--- src/rtl/dco_bank_ramp_ctrl.sv ---
// Ramps the DCO bank word towards a requested target in bounded steps with a dwell between moves.
// Request accepted on edge N gives the first word_en in cycle N+1; done follows the final word_en by one cycle.
module dco_bank_ramp_ctrl #(
  parameter int WIDTH    = 5,
  parameter int MAX      = 25,
  parameter int DWELL_W  = 4,
  parameter int RST_WORD = 13
) (
  input  logic               clk,
  input  logic               rst,
  input  logic               req_valid,
  input  logic [WIDTH-1:0]   req_target,
  output logic               req_ready,
  input  logic [2:0]         step_size,
  input  logic [DWELL_W-1:0] dwell,
  input  logic               abort,
  output logic [WIDTH-1:0]   word_out,
  output logic               word_en,
  output logic               busy,
  output logic               done,
  output logic               aborted,
  output logic               clamp_flag
);

  typedef enum logic [1:0] {IDLE, STEP, DWELL, DONE} state_t;

  localparam logic [WIDTH-1:0] MAX_W = WIDTH'(MAX);
  localparam logic [WIDTH-1:0] RST_W = WIDTH'(RST_WORD);

  state_t             state;
  logic [WIDTH-1:0]   tgt;
  logic [2:0]         step_r;
  logic [DWELL_W-1:0] dwell_r;
  logic [DWELL_W-1:0] cnt;
  logic               clr_r;
  logic               ab_r;

  logic [WIDTH-1:0]   tgt_in;
  logic               clr_in;
  logic [2:0]         step_in;
  logic [WIDTH:0]     diff;
  logic [WIDTH:0]     mag;
  logic [WIDTH:0]     step_ext;
  logic [WIDTH:0]     delta;
  logic [WIDTH-1:0]   next_word;

  always_comb begin
    clr_in  = (req_target > MAX_W);
    tgt_in  = clr_in ? MAX_W : req_target;
    step_in = (step_size == 3'd0) ? 3'd1 : step_size;
  end

  // diff is a two's-complement value: its MSB is the sign (target below word).
  // Limiting delta to |diff| is what prevents overshoot and keeps word_out in range.
  always_comb begin
    diff      = {1'b0, tgt} - {1'b0, word_out};
    mag       = diff[WIDTH] ? (~diff + 1'b1) : diff;
    step_ext  = {{(WIDTH-2){1'b0}}, step_r};
    delta     = (step_ext < mag) ? step_ext : mag;
    next_word = diff[WIDTH] ? (word_out - delta[WIDTH-1:0])
                            : (word_out + delta[WIDTH-1:0]);
  end

  assign req_ready = (state == IDLE);
  assign busy      = (state == STEP) || (state == DWELL);

  always_ff @(posedge clk) begin
    if (rst) begin
      state      <= IDLE;
      word_out   <= RST_W;
      word_en    <= 1'b0;
      done       <= 1'b0;
      aborted    <= 1'b0;
      clamp_flag <= 1'b0;
      cnt        <= '0;
      tgt        <= RST_W;
      step_r     <= 3'd1;
      dwell_r    <= '0;
      clr_r      <= 1'b0;
      ab_r       <= 1'b0;
    end else begin
      word_en    <= 1'b0;
      done       <= 1'b0;
      aborted    <= 1'b0;
      clamp_flag <= 1'b0;
      case (state)
        IDLE: begin
          if (req_valid) begin
            tgt     <= tgt_in;
            clr_r   <= clr_in;
            step_r  <= step_in;
            dwell_r <= dwell;
            ab_r    <= 1'b0;
            state   <= (tgt_in == word_out) ? DONE : STEP;
          end
        end
        STEP: begin
          // Abort wins over a step due on the same edge.
          if (abort) begin
            ab_r  <= 1'b1;
            state <= DONE;
          end else begin
            word_out <= next_word;
            word_en  <= 1'b1;
            if (next_word == tgt) begin
              state <= DONE;
            end else if (dwell_r == '0) begin
              state <= STEP;
            end else begin
              cnt   <= dwell_r;
              state <= DWELL;
            end
          end
        end
        DWELL: begin
          if (abort) begin
            ab_r  <= 1'b1;
            state <= DONE;
          end else begin
            cnt <= cnt - 1'b1;
            if (cnt == DWELL_W'(1)) state <= STEP;
          end
        end
        DONE: begin
          done       <= 1'b1;
          aborted    <= ab_r;
          clamp_flag <= clr_r;
          state      <= IDLE;
        end
        default: state <= IDLE;
      endcase
    end
  end

endmodule
--- config.mk ---
export PLATFORM = sky130hd
export DESIGN_NAME = dco_bank_ramp_ctrl
export DESIGN_NICKNAME = d
export VERILOG_FILES = /design/src/rtl/dco_bank_ramp_ctrl.sv
export SDC_FILE = /design/constraint.sdc
export NUM_CORES = 1
export LEC_CHECK = 0
export CAP_MARGIN = 20
export CORE_UTILIZATION = 62
export CTS_BUF_LIST = sky130_fd_sc_hd__clkbuf_4 sky130_fd_sc_hd__clkbuf_8
export DETAILED_ROUTE_END_ITERATION = 16
export PLACE_DENSITY_LB_ADDON = 0.2
export SYNTH_ARGS = -nofsm -noshare
export SYNTH_HDL_FRONTEND = slang
export SYNTH_SLANG_ARGS = --single-unit
--- constraint.sdc ---
create_clock -name clk -period 13.4 [get_ports clk]
set_input_delay 2.01 -clock clk [delete_from_list [all_inputs] [get_ports clk]]
set_output_delay 2.01 -clock clk [all_outputs]
set_load 0.02 [all_outputs]
==> summary.txt, run 1 <==
Worst setup path
  – Crit path arrival time: 5880 ps
  – CP Class: flip-flop to flip-flop
  – Setup crit start kind: flip-flop
  – Crit-path max FO: 7
  – Data required, critical path: 13600 ps
  – CP Capture Type: flip-flop

Drt
  – Drt pass-1 iters: 4
  – DR WL/cell: 14.49 µm
  – Post-Route WL: 4795 µm
  – Initial DRC count: 159
  – Vias: 1994
  – DRC Markers: 0
  – Routed vias/inst: 6.024
  – Routed Antenna Nets: 0

Clock network
  – Resized cells post-CTS: 0
  – CTS H-tree lvls: 2
  – Postcts setup bufs: 0
  – Max clock buf depth: 2
  – CTS tree: done
  – Hold_buf cts: 0
  – Cts bufs inserted: 5
  – Clock-pin slew on the worst setup and hold paths: 90 ps
  – Sink Count: 29
  – Skew-Pair Late Insertion Delay: 320 ps
  – Root Driver: clkbuf_4

GRT
  – GR peak layer: met2
  – Met2 global-route usage: 48.35%
  – GR Overflow Total: 0
  – Largest net degree at the start of global routing: 22
  – Met3 Use GR: 6.926%
  – Global Route Usage Sum: 29.41%
  – Vias in the first global route: 1797
  – Antenna violations before repair: 0
  – Met1 usage: 37.58%
  – First-pass GRT wire length: 7969 µm

STA
  – Fmax: 0.1759 GHz
  – Setup TNS: 0 ps
  – Slew @ Worst Pin: 967.3 ps
  – Final period utilization: 42.43%
  – Slew HR: 34.92%
  – Final Hold Viols: 0
  – RSZ-0062 raised after global routing: false
  – Setup Skew: 5.590 ps
  – Final setup violating endpoints: 0
  – Max Slew Vio Count: 0
  – Clock period minus final worst setup slack: 5686 ps

Final layout
  – Layout cell share with drive strength beyond 1: 4.530%
  – Nets: 323
  – Design area: 2449 µm²
  – Area grow syn2layout: 16.98%
  – Ant diodes: 0

Die
  – Rows: 20
  – Ports: 27
  – Die Footprint: 3613 µm²
  – Die X: 60.11 µm
  – Die height: 60.11 µm
  – Core outline area: 3128 µm²
  – Starting Density: 66.92%

Yosys
  – Complex-gate fraction of the synthesized area: 24.99%
  – Top cell type's share of synthesized area: 27.73%
  – Adder-cell share of the synthesized area: 12.67%
  – Cell taking the most area after synthesis: dfxtp_1
  – Predominant post-synthesis flop cell: dfxtp_1
  – Yosys cell types: 47
  – Largest cells by area after synthesis: dfxtp_1, ha_1, nand2_1
  – Mapped cell area: 2093 µm²
  – Sequential area share after synthesis: 27.73%
  – Post-synthesis xor/xnor area fraction: 7.950%
  – FFs w/ async S/R, synth: 0%
  – Ys Warns: 0
  – Syn Nets: 296
  – Largest family of logic cells by synthesized area: compound AO/OA/AOI/OAI gates
  – Cells after synthesis: 260
  – Yosys reg bits: 29
  – EDFF count, synth: 0
  – Syn avg cell area: 8.051 µm²
  – Post-synth top cells: dfxtp_1, nand2_1, a21oi_1
  – Simple-Gate Fraction of Synth Area: 20.08%
  – Mux share of post-synthesis cell area: 1.913%

Run
  – Max Cap Viol: 0

Pwr
  – Pwr dens: 190.6 nW/µm²
  – Peak VDD IR: 103.7 µV
  – Design Power: 466.6 µW
  – Leakage: 0.9927 nW

Placed design
  – Post-DP Area: 2390 µm²
  – RePlAce Congestion: 0.9535
  – Port bufs: 26
  – Detailed Place HPWL: 3588 µm

Outcome
  – Outcome: completed

Hold path
  – Tightest Hold Check Type: flip-flop to flip-flop
-- cell usage in the layout (no fill, tap or decap), types with 4 or more instances in the layout --
cell type        instances
nand2_1                 29
clkdlybuf4s50_1         26
nor2_1                  18
nand3_1                  5
nor3_1                   7
xor2_1                   7
a21oi_1                 21
dfxtp_1                 29
o211ai_1                 8
o2111ai_1                4
a21o_1                   6
mux2i_1                  4
and2_1                   5
ha_1                    18
nor2b_1                  7
o31ai_1                  5
inv_1                   17
o21ai_0                  7
clkbuf_4                 6
xnor2_1                 12
-- per-stage QoR --
step	util [%]	hold slack [ps]	worst slack, ps	cells
after floorplan	-	430.1	8361	260
after global placement	76.40	437.2	8064	324
after detailed placement	76.40	440.7	7858	324
after CTS	78.28	455.0	7798	331
after global routing	78.28	478.1	7199	331
final	78.28	451.4	7714	331
-- per-layer routing --
metal  wire length (µm)  part of all wire (%)  up-vias
li1                   -                     -      987
met2               2202                    46       79
met5                  0                     0        -
met3                324                   6.8       10
met1               2194                    46      918
met4                 74                   1.5        0
-- kinds of logic (layout without fill, tap and decap cells) --
| kind of cell | Yosys count | count (layout) |
|---|---|---|
| adder cells (fa/ha/maj) | 20 | 20 |
| multiplexers | 4 | 4 |
| buffers and inverters | 26 | 53 |
| XOR/XNOR | 19 | 19 |
| AO/OA/AOI/OAI | 75 | 75 |
| AND/OR/NAND/NOR | 87 | 87 |
| flip-flops | 29 | 29 |
-- worst paths after layout --
kind	startpoint	end	slack, ps	depth (start not counted)
max	word_out[1]	state[1]	7710	25
min reg2reg	clr_r	clamp_flag	450	1
min	clr_r	clamp_flag	450	1
max reg2reg	word_out[1]	state[1]	7710	25
-- flip-flops by register name, summed over array words and instances (netlist names) --
register	count
step_r	3
tgt	5
clamp_flag	1
done	1
cnt	4
ab_r	1
aborted	1
word_out	5
dwell_r	4
word_en	1
state	2
clr_r	1
-- report_power, final --
group / leakage, nW / switching [mW] / total [mW] / internal, mW
sequential: 0.237 / 0.0106 / 0.105 / 0.0940
clock: 0.0348 / 0.0282 / 0.0550 / 0.0268
combinational: 0.721 / 0.170 / 0.307 / 0.137
total: 0.993 / 0.208 / 0.467 / 0.258
-- worst max-delay path: stages (launching register included) --
cell       delay (ps)
dfxtp_1           480
inv_1             170
ha_1              330
nor2b_1           140
o2111ai_1         300
nand2_1           220
nor2_1            170
xor2_1            110
ha_1              300
o21ai_0            80
a222oi_1          380
nand3_1           290
nand2_1           140
o21ai_1            90
and2_1            170
xnor2_1           320
fa_1              280
inv_1              50
a21o_1            170
a21oi_1           160
xnor2_1           200
xor2_1            130
and3_1            220
o21a_2            250
o311ai_2          260
a41oi_1           140
-- final cells by class --
class                           instances  area, µm²
Tap cell                               44      55.05
Sequential cell                        29      580.6
Fill cell                             228      679.4
Clock buffer                            7      58.81
Inverter                               19      71.32
Timing Repair Buffer                   27      267.8
Multi-Input combinational cell        205       1415
No activity file was read; power rests on OpenSTA's default activity.
==> run 2: changes to the inputs <==
--- a/config.mk
+++ b/config.mk
@@ -6,7 +6,7 @@
 export NUM_CORES = 1
 export LEC_CHECK = 0
 export CAP_MARGIN = 20
-export CORE_UTILIZATION = 62
+export CORE_UTILIZATION = 52
 export CTS_BUF_LIST = sky130_fd_sc_hd__clkbuf_4 sky130_fd_sc_hd__clkbuf_8
 export DETAILED_ROUTE_END_ITERATION = 16
 export PLACE_DENSITY_LB_ADDON = 0.2
==> constraint.sdc (replaced) <==
create_clock -name clk -period 5.15 [get_ports clk]
set_input_delay 0.7725 -clock clk [delete_from_list [all_inputs] [get_ports clk]]
set_output_delay 0.7725 -clock clk [all_outputs]
set_load 0.02 [all_outputs]
==> run 2 against run 1 <==
The run now ends with setup timing left; largest cell class unchanged; via count up 14%; worst hold slack gained 7.1 ps; register-to-register slack worse by 8000 ps; first-iteration DRC count up 100%; global-route usage shrank 0.50 points; fmax is 5.5% higher.
==> summary.txt, run 2 (same netlist as run 1, synthesis figures left out) <==
Outcome
  – Outcome: complete, but fails checks
  – Failing checks: setup timing

STA
  – Final period utilization: 104.6% (+62 points)
  – Setup Skew: 7.769 ps (+2.179 ps)
  – Clock period minus final worst setup slack: 5389 ps (-296.8 ps)
  – Slew @ Worst Pin: 1247 ps (+279.5 ps)
  – Hold_ws: 458.4 ps (+7.061 ps)
  – Max Slew Vio Count: 0 (unchanged)
  – Slew HR: 16.11% (-19 points)
  – Final Hold Viols: 0 (unchanged)
  – Final setup violating endpoints: 6 (+6)
  – Fmax: 0.1856 GHz (+5.5%)
  – Final setup margin: -239.0 ps (-7953 ps)
  – RSZ-0062 raised after global routing: true

Pwr
  – Peak VDD IR: 498.6 µV (+380%)
  – Design Power: 2.034 mW (+340%)
  – Pwr dens: 687.8 nW/µm² (+260%)
  – Leakage: 1.186 nW (+19%)

Final layout
  – Ant diodes: 0 (unchanged)
  – Layout cell share with drive strength beyond 1: 25.87% (+21 points)
  – Area grow syn2layout: 41.24%
  – Nets: 352 (+9.0%)
  – Commonest non-fill, non-tap cell in the layout: buf_4
  – Largest regs: tgt: 5 flops, word_out: 5 flops
  – Most frequent cells in the layout: buf_4, nand2_1, clkdlybuf4s50_1

Drt
  – Vias: 2282 (+14%)
  – Post-Route WL: 6891 µm (+44%)
  – Routed Antenna Nets: 0 (unchanged)
  – Routed vias/inst: 6.252 (+3.8%)
  – Met2 WL post-DR: 3304 µm (+50%)
  – Met3 wire length: 457 µm (+41%)
  – DRC Markers: 0 (unchanged)
  – Metal-1 WL: 2783 µm (+27%)
  – DR WL/cell: 18.88 µm (+30%)
  – Initial DRC count: 325 (+100%)
  – Top Layer Used: met4
  – Drt pass-1 iters: 5 (+1)

Clock network
  – Skew-Pair Late Insertion Delay: 290 ps (-30 ps)
  – CTS H-tree lvls: 2 (unchanged)
  – CTS tree: done
  – Root Driver: clkbuf_8
  – Max clock buf depth: 2 (unchanged)
  – Cts bufs inserted: 5 (unchanged)
  – Hold_buf cts: 0 (unchanged)
  – Sink Count: 29 (unchanged)
  – Clock-pin slew on the worst setup and hold paths: 70 ps (-20 ps)

Placed design
  – Detailed Place HPWL: 3753 µm (+4.6%)
  – Port bufs: 26 (unchanged)
  – RePlAce Congestion: 0.8497 (-11%)

Worst setup path
  – Largest incremental delay on the critical path: 520 ps (+40 ps)
  – CP top delay family: adder cells
  – CP Capture Type: flip-flop
  – Setup crit start kind: flip-flop
  – Crit path arrival time: 5550 ps (-330 ps)
  – Data required, critical path: 5310 ps (-8290 ps)
  – Slowest CP cell: fa_1
  – CP Class: flip-flop to flip-flop
  – CP dominant cell by count: inv_2
  – Worst path bufs/invs: 6 (+4)
  – Crit-path max FO: 6 (-1)

Run
  – Max Cap Viol: 0 (unchanged)

Die
  – Core outline area: 3771 µm² (+21%)
  – Die X: 65.45 µm (+8.9%)
  – Ports: 27 (unchanged)
  – Starting Density: 55.51% (-11 points)
  – Die Footprint: 4283 µm² (+19%)
  – Rows: 22 (+10%)
  – Die height: 65.45 µm (+8.9%)

GRT
  – First-pass GRT wire length: 9225 µm (+16%)
  – Antenna violations before repair: 0 (unchanged)
  – Largest net degree at the start of global routing: 22 (unchanged)
  – Global Route Usage Sum: 28.90% (-0.50 points)
  – Vias in the first global route: 1974 (+9.8%)
  – GR Overflow Total: 0 (unchanged)

Hold path
  – Tightest Hold Check Type: flip-flop to flip-flop
-- run 2: path summary, 6_finish.rpt --
path	start	endpoint	slack, ps	cells past startpoint
worst min-delay path	clr_r	clamp_flag	460	1
worst max-delay path	tgt[0]	state[0]	-240	27
worst max register to register	tgt[0]	state[0]	-240	27
worst min register to register	clr_r	clamp_flag	460	1
-- run 2: what timing repair did --
action / 4_1_cts / 5_1_grt
hold endpoints to repair: 0 / 0
setup buffers: 9 / 9
endpoints found under the setup margin: 6 / 7
pin swaps: 15 / 33
gates resized for setup: 12 / 39
-- run 2: worst reg2reg max path, stage by stage (launching register included) --
cell,delay [ps]
dfxtp_2,340
inv_2,70
ha_4,130
inv_2,30
fa_1,520
inv_2,60
ha_4,280
mux2i_4,70
ha_1,310
o21a_1,150
o21ai_2,80
a222oi_1,350
nand3_1,240
buf_4,200
nor2_4,120
a21oi_4,50
xnor2_4,150
buf_6,120
fa_2,420
inv_2,60
a21o_1,120
a21oi_2,70
xnor2_2,190
xor2_1,300
a21oi_2,120
o21a_4,270
o311ai_2,290
a31oi_1,140
-- run 2: final cells by class --
type,instances,area (µm²)
clock buffers,7,96.34
clock inverters,1,5.005
repair buffers,56,489.2
fillers,252,814.5
inverters,19,73.82
well taps,48,60.06
flip-flops and latches,29,589.3
multi-input cells,205,1643
-- run 2: power by group --
part / switching (mW) / internal, mW / leakage (nW)
clock: 0.0945 / 0.121 / 0.0542
combinational: 0.773 / 0.778 / 0.895
sequential: 0.0219 / 0.246 / 0.237
-- run 2: per-stage QoR --
step / cell area, µm² / util [%] / cells / worst slack (ps) / TNS, ps
4_1_cts: 2700 / 71.60 / 357 / -4.239 / -4.239
2_1_floorplan: 2093 / - / 260 / 111.3 / 0
3_5_place_dp: 2485 / 65.89 / 340 / -60.60 / -217.3
5_1_grt: 2957 / 78.40 / 365 / -572.4 / -2606
6_report: 2957 / 78.40 / 365 / -239.0 / -896.1
3_3_place_gp: 2485 / 65.89 / 340 / 105.6 / 0
-- run 2: routing by layer --
layer / vias to the layer above / global-route usage, %
li1: 1047 / -
met1: 1063 / 36.95
met2: 134 / 47.42
met3: 38 / 5.382
met4: 0 / 11.96
met5: - / 0
==> run 3: changes to the inputs <==
--- a/config.mk
+++ b/config.mk
@@ -10,6 +10,7 @@
 export CTS_BUF_LIST = sky130_fd_sc_hd__clkbuf_4 sky130_fd_sc_hd__clkbuf_8
 export DETAILED_ROUTE_END_ITERATION = 16
 export PLACE_DENSITY_LB_ADDON = 0.2
+export SKIP_LAST_GASP = 1
 export SYNTH_ARGS = -nofsm -noshare
 export SYNTH_HDL_FRONTEND = slang
 export SYNTH_SLANG_ARGS = --single-unit
==> results of run 3 <==
The final DEF is identical to that of run 2; final timing and power are the same.
